### config.mk
export PLATFORM = sky130hd
export DESIGN_NAME = ps_stage
export DESIGN_NICKNAME = d
export VERILOG_FILES = /design/src/rtl/ps_stage_pkg.sv /design/src/rtl/ps_ram.sv /design/src/rtl/ps_stage.sv
export SDC_FILE = /design/constraint.sdc
export NUM_CORES = 2
export LEC_CHECK = 0
export CAP_MARGIN = 20
export CELL_PAD_IN_SITES_DETAIL_PLACEMENT = 0
export CELL_PAD_IN_SITES_GLOBAL_PLACEMENT = 1
export CORE_UTILIZATION = 30
export CTS_CLUSTER_DIAMETER = 100
export DETAILED_ROUTE_END_ITERATION = 6
export PLACE_DENSITY_LB_ADDON = 0.15
export REMOVE_ABC_BUFFERS = 1
export SKIP_LAST_GASP = 1
export SYNTH_ARGS = -nofsm -noshare
export SYNTH_HDL_FRONTEND = slang
export SYNTH_SLANG_ARGS = --single-unit
### constraint.sdc
create_clock -name CP -period 7.7 [get_ports CP]
set_input_delay 0.77 -clock CP [delete_from_list [all_inputs] [get_ports CP]]
set_output_delay 0.77 -clock CP [all_outputs]
set_load 0.05 [all_outputs]
### src/rtl/ps_stage_pkg.sv
// Shared widths and packed payload layouts for the program-store lookup stage.
// Input packet, output packet and program-store word are kept together so the layouts stay in step.
package ps_stage_pkg;

    localparam int unsigned CG_W      = 4;
    localparam int unsigned DEST_W    = 7;
    localparam int unsigned OP_W      = 6;
    localparam int unsigned DATA_W    = 16;
    localparam int unsigned DROP_W    = 8;

    localparam int unsigned PS_DEPTH  = 1 << DEST_W;
    localparam int unsigned PKT_IN_W  = CG_W + DEST_W + DATA_W;
    localparam int unsigned PKT_OUT_W = CG_W + DEST_W + OP_W + 1 + DATA_W;
    localparam int unsigned PS_WORD_W = OP_W + DEST_W + 2;

    // Packet arriving from the copy stage.
    typedef struct packed {
        logic [CG_W-1:0]   cg;
        logic [DEST_W-1:0] dest;
        logic [DATA_W-1:0] data;
    } pkt_in_t;

    // Packet handed to the next stage.
    typedef struct packed {
        logic [CG_W-1:0]   cg;
        logic [DEST_W-1:0] ndest;
        logic [OP_W-1:0]   opcode;
        logic              cpy;
        logic [DATA_W-1:0] data;
    } pkt_out_t;

    // One program-store entry; v=0 marks the destination as unused.
    typedef struct packed {
        logic              v;
        logic [OP_W-1:0]   opcode;
        logic [DEST_W-1:0] ndest;
        logic              cpy;
    } ps_word_t;

    // NDEST is forwarded exactly as stored; incrementing it belongs upstream.
    function automatic pkt_out_t make_out(input logic [CG_W-1:0]   cg,
                                          input logic [DATA_W-1:0] data,
                                          input ps_word_t          word);
        pkt_out_t p;
        p.cg     = cg;
        p.ndest  = word.ndest;
        p.opcode = word.opcode;
        p.cpy    = word.cpy;
        p.data   = data;
        return p;
    endfunction

endpackage

### src/rtl/ps_ram.sv
// Program store: single write port, synchronous read through a held read-address register.
// No reset, so loaded contents survive a pipeline reset.
module ps_ram
    import ps_stage_pkg::*;
(
    input  logic                 clk,
    input  logic                 we,
    input  logic [DEST_W-1:0]    wr_addr,
    input  logic [PS_WORD_W-1:0] wr_data,
    input  logic                 rd_en,
    input  logic [DEST_W-1:0]    rd_addr,
    output logic [PS_WORD_W-1:0] rd_data
);

    logic [PS_WORD_W-1:0] mem [PS_DEPTH];
    logic [DEST_W-1:0]    rd_addr_q;

    // Address only moves on a new read, so the word stays valid while the consumer stalls.
    always_ff @(posedge clk) begin
        if (we) begin
            mem[wr_addr] <= wr_data;
        end
        if (rd_en) begin
            rd_addr_q <= rd_addr;
        end
    end

    assign rd_data = mem[rd_addr_q];

endmodule

### src/rtl/ps_stage.sv
// Program-store lookup stage: S1 holds the packet while the store is read, OUT presents the result.
// Packets that hit an invalid entry are consumed in order and counted instead of forwarded.
module ps_stage
    import ps_stage_pkg::*;
(
    input  logic                 CP,
    input  logic                 MR_N,
    input  logic                 Send_in,
    output logic                 Ack_out,
    input  logic [PKT_IN_W-1:0]  PACKET_IN,
    output logic                 Send_out,
    input  logic                 Ack_in,
    output logic [PKT_OUT_W-1:0] PACKET_OUT,
    input  logic                 ld_en,
    input  logic [DEST_W-1:0]    ld_addr,
    input  logic [PS_WORD_W-1:0] ld_data,
    output logic                 ld_ack,
    output logic [DROP_W-1:0]    drop_cnt
);

    pkt_in_t              pkt_in;
    ps_word_t             rd_word;
    logic [PS_WORD_W-1:0] rd_data;

    logic                 s1_v;
    logic [CG_W-1:0]      s1_cg;
    logic [DATA_W-1:0]    s1_data;

    logic                 out_v;
    pkt_out_t             out_q;
    logic [DROP_W-1:0]    drop_q;

    logic                 out_free;
    logic                 accept;
    logic                 advance;

    assign pkt_in  = pkt_in_t'(PACKET_IN);
    assign rd_word = ps_word_t'(rd_data);

    // Handshake: ld_en closes the input so a store write never races a lookup.
    assign out_free = !out_v || Ack_in;
    assign Ack_out  = MR_N && !ld_en && (!s1_v || out_free);
    assign ld_ack   = MR_N && ld_en && !s1_v && !out_v;
    assign accept   = Send_in && Ack_out;
    assign advance  = s1_v && out_free;

    ps_ram u_ps_ram (
        .clk     (CP),
        .we      (ld_ack),
        .wr_addr (ld_addr),
        .wr_data (ld_data),
        .rd_en   (accept),
        .rd_addr (pkt_in.dest),
        .rd_data (rd_data)
    );

    // Pipeline valids, output register and drop counter.
    always_ff @(posedge CP) begin
        if (!MR_N) begin
            s1_v   <= 1'b0;
            out_v  <= 1'b0;
            out_q  <= '0;
            drop_q <= '0;
        end else begin
            if (accept) begin
                s1_v <= 1'b1;
            end else if (advance) begin
                s1_v <= 1'b0;
            end

            if (advance && rd_word.v) begin
                out_v <= 1'b1;
                out_q <= make_out(s1_cg, s1_data, rd_word);
            end else if (Ack_in) begin
                out_v <= 1'b0;
            end

            if (advance && !rd_word.v && (drop_q != {DROP_W{1'b1}})) begin
                drop_q <= drop_q + DROP_W'(1);
            end
        end
    end

    // S1 payload is qualified by s1_v and needs no reset.
    always_ff @(posedge CP) begin
        if (accept) begin
            s1_cg   <= pkt_in.cg;
            s1_data <= pkt_in.data;
        end
    end

    assign Send_out   = out_v;
    assign PACKET_OUT = out_q;
    assign drop_cnt   = drop_q;

endmodule
== Word level (Yosys, flattened, before mapping) ==
Memory sizes are Yosys's and may differ from the RTL's. A register that Yosys moved wholly into a read port is not among the register bits.
Cells that the tools add are included.
Cells by class
  multiplexer cells: 7
  add/sub/neg operators: 1
  reductions and logical operators: 18
  equal/unequal tests: 1
Operators by type and width (number)
  1-bit logical AND: 10
  8-bit by 1-bit adder with 8-bit output, second input constant: 1
  8-bit != test, second input constant: 1
  7-bit two-way mux: 1
  1-bit two-way mux: 6
  1-bit logical NOT: 4
  2-bit nonzero test: 2
  1-bit logical OR: 2
Word-level totals
  memories kept: 1
  RAM bits: 1920
  input bits: 54
  output and inout port bits: 45
  word-level logic and storage cells: 39
  bits in registers: 71
Memories
  u_ps_ram.mem: depth 128, width 15, rd ports 1, clocked after Yosys merged registers in 1, wr ports 1, line ps_ram.sv:15  | logic [PS_WORD_W-1:0] mem [PS_DEPTH];

== Logic depth before layout (Yosys ltp) ==
  word-level depth: 6
  depth in mapped cells: 14
  mapped depth without buffers: 8

== By module ==
A second synthesis with hierarchy kept.
Unflattened totals
  cells, all modules: 3135
  area total of the unflattened synthesis: 76075.5 µm²
By module, submodules not included
  ps_ram: sequential area each 58005.6 µm², instances 1, cells an instance 2911, area each 73789.5 µm²
  ps_stage: sequential area each 1481.4 µm², instances 1, cells an instance 224, area each 2285.9 µm²

== Worst setup path after synthesis ==
Ideal clock, no wire load.
  path kind: input to register
  start point: input port ld_en
  end point: memory u_ps_ram.mem[80][0] (netlist name), enable pin
  stages: 5
  library setup time: 0.426 ns
  buffers on the path: 0
  required time: 7.274 ns
  path slack: 3.247 ns
  data arrival time: 4.027 ns
  cell sequence: nand2_1 > nor3_1 > and2_1 > nand2_1 > nor4_1
On the way
  cells in the longest elaborated chain, start to end: 5
Ends and longest elaborated chain
  from (decl): line ps_stage.sv:14  | input logic ld_en,
  1-bit logical AND (3 in a row): line ps_stage.sv:43  | assign ld_ack = MR_N && ld_en && !s1_v && !out_v;
  via ld_ack: line ps_stage.sv:17  | output logic ld_ack,
  1-bit two-way mux: line ps_ram.sv:20  | if (we) begin
  1-bit two-way mux (implied by the code): line ps_ram.sv:21  | mem[wr_addr] <= wr_data;
  to (decl): line ps_ram.sv:15
The timed path passes the listed nets, and every way through them passes these cells.

==> impl_metrics.env <==
export IMPL_r2r_end="PACKET_OUT[4]"
export IMPL_clock_latency_ns=0.88
export IMPL_ant_nets=1
export IMPL_min_delay_start="ld_data[14]"
export IMPL_antenna_found_initial=23
export IMPL_ys_seq_elements=1998
export IMPL_place_inst=7174
export IMPL_vias_per_cell=5.06
export IMPL_die_y_um=508
export IMPL_p_total_mw=23.7
export IMPL_endpoint_kind="register"
export IMPL_cp_slowest_cell="nor2b_2"
export IMPL_grt_pass1_vias=39211
export IMPL_num_rows=185
export IMPL_cts_tree="done"
export IMPL_fmax_mhz=230
export IMPL_synthCells=3707
export IMPL_synth_edf_count=1947
export IMPL_tritoncts_num_sinks=1998
export IMPL_synth_area_mm2=0.0769
export IMPL_worstHoldPathType="primary input to register"
export IMPL_fin_crit_sh_pct=56.4
export IMPL_cellLeakagePower_nw=27.9
export IMPL_synth_ff_type="edfxtp_1"
export IMPL_power_density_mw_per_mm2=265
export IMPL_rsz0062_at_grt="no"
export IMPL_dp_hpwl_mm=147
export IMPL_io_pins=99
export IMPL_status="finished with violations"
export IMPL_skew_ns=0.0774
export IMPL_initial_core_util_pct=30.2
export IMPL_cts_root_buf="clkbuf_16"
export IMPL_dr_pass1_iters=5
export IMPL_drtIter0Drc=3827
export IMPL_grt_overflow_total=0
export IMPL_cts_buffers=219
export IMPL_post_route_min_period_ns=4.34
export IMPL_via_count=38402
export IMPL_failed_checks="antenna violations"
export IMPL_die_w_um=508
export IMPL_wl_per_cell_um=31.8
export IMPL_drv_slew=0
export IMPL_yosysSeqAreaShare_pct=77.4
export IMPL_syn2layout_area_growth_pct=16.6
export IMPL_wirelength_mm=241
export IMPL_ctsResizeCount=0
export IMPL_cap_violations=0
export IMPL_stdcell_count=7593
export IMPL_crit_required_ns=8.45
export IMPL_crit_chain="nor2b_2 > a22oi_1 > nand4_1 > nand4_2 > nor4_4 > o221ai_4 > buf_4 > mux2i_1 > nor2_1"
export IMPL_drcViolationCount=0
export IMPL_ir_drop_mv=0.231
export IMPL_setup_violations=0
export IMPL_nets=4085
export IMPL_drive_gt1_share_pct=23.2
export IMPL_grtUsageTotal_pct=18.6
export IMPL_cp_max_fo=44
export IMPL_clk_pin_slew_worst_paths_ns=0.06
export IMPL_multiInputGateArea_mm2=0.0162
export IMPL_r2r_slack_ns=3.36
export IMPL_tightest_slew_ns=1.24
export IMPL_synth_distinct_cells=71
export IMPL_slowest_delay_ns=1.09
export IMPL_grt_first_pass_wirelength_mm=332
export IMPL_cts_max_level=4
export IMPL_holdPathEnd="u_ps_ram.mem[101][14]"
export IMPL_yosysMostFrequentCell="edfxtp_1"
export IMPL_hold_viol=0
export IMPL_ys_warn_count=0
export IMPL_synth_top_area_cell="edfxtp_1"
export IMPL_io_buffer_count=98
export IMPL_synth_commonest_cells="edfxtp_1, mux4_2, mux2i_1"
export IMPL_relSlewSlack_pct=16.8
export IMPL_synth_area_leaders="edfxtp_1, mux4_2, mux2i_1"
export IMPL_regArea_mm2=0.0595
export IMPL_clockBufferDepth=3
export IMPL_cts_hold_buffers=0
export IMPL_worst_path_buf_inv=1
export IMPL_worstPathArrival_ns=5.09
export IMPL_critPathKind="register to register"
export IMPL_gp_congestion=0.791
export IMPL_rr_worst_depth=9
export IMPL_whs_path_depth=1
export IMPL_fill_cells=23608
export IMPL_synth_area_per_cell_um2=20.7
export IMPL_cp_top_family="simple AND/OR/NAND/NOR gates"
export IMPL_fp_coreArea_mm2=0.254
export IMPL_synth_top_area_share_pct=76.1
export IMPL_cts_setup_buffers=0
export IMPL_die_area_mm2=0.258
export IMPL_grt_max_degree=98
export IMPL_cp_start_kind="register"
export IMPL_synthArstFlopShare_pct=0
[final cells by class]
cell class	count	area share, %
multi-input combinational	1498	18.1
sequential	1998	66.4
inverter	5	0.0209
antenna	10	0.0279
clock inverter	126	1.35
clock buffer	282	6.46
timing repair buffer	308	2.91
tap	3366	4.70
[registers in the layout (all words and copies together) (netlist names), named ones only]
register and cells:
PACKET_OUT 34, Send_out 1, drop_cnt 8, s1_cg 4
s1_data 16, s1_v 1, u_ps_ram.mem 1920, u_ps_ram.rd_addr_q 7
[layer usage]
layer  share of wire, %  global-route usage [%]  routed length, um
met5             0.0054                       0                 13
met4                2.3                    4.80               5430
met3                4.9                    2.85              11900
met2                 48                    30.2             116000
met1                 45                    25.8             108000
[power by group]
part / leakage (nW) / internal (mW) / switching [mW]
registers: 17.9 / 12.0 / 0.0496
logic: 6.58 / 0.471 / 0.996
clock network: 3.41 / 5.85 / 4.41
[placed cells by master (no fill, tap or decap), types with 44 or more instances in the layout]
master	instances
edfxtp_1	1947
nand2_1	105
a21oi_1	77
clkinv_1	46
dfxtp_1	44
buf_4	217
nor2_1	192
a22oi_1	117
mux2i_1	234
clkbuf_1	58
o22ai_1	54
clkbuf_16	221
clkdlybuf4s50_1	83
clkinv_2	44
mux4_2	392
[cells by family after synthesis]
logic type / synth area share, %
muxes: 14.6
AOI/OAI and AO/OA: 3.62
adders and majority gates: 0.0163
DFF: 77.4
buffers and inverters: 1.63
and+or+nand+nor: 2.76
[worst max path at each step]
stage	from	cells after the start	slack, ns	end
after global routing	register	9	3.18	PACKET_OUT[13]
final	register	9	3.36	PACKET_OUT[4]
after global placement	register	9	3.11	PACKET_OUT[29]
after CTS	register	9	3.31	PACKET_OUT[4]
after detailed placement	Ack_in	6	3.26	s1_data[5]
after floorplan	register	7	-11.30	PACKET_OUT[16]
[stage by stage]
| stage | setup TNS (ns) | worst slack [ns] | instance area (um2) | hold WS [ns] | utilization (%) |
|---|---|---|---|---|---|
| 3_3_place_gp | 0 | 3.11 | 82500 | 0.428 | 32.4 |
| 4_1_cts | 0 | 3.31 | 89600 | 0.320 | 35.2 |
| 5_1_grt | 0 | 3.18 | 89600 | 0.354 | 35.2 |
| 3_5_place_dp | 0 | 3.26 | 82600 | 0.430 | 32.5 |
| 6_report | 0 | 3.36 | 89600 | 0.380 | 35.2 |
| 2_1_floorplan | -432.05 | -11.30 | 75600 | 0.415 | - |
No activity file was read; power rests on OpenSTA's default activity.
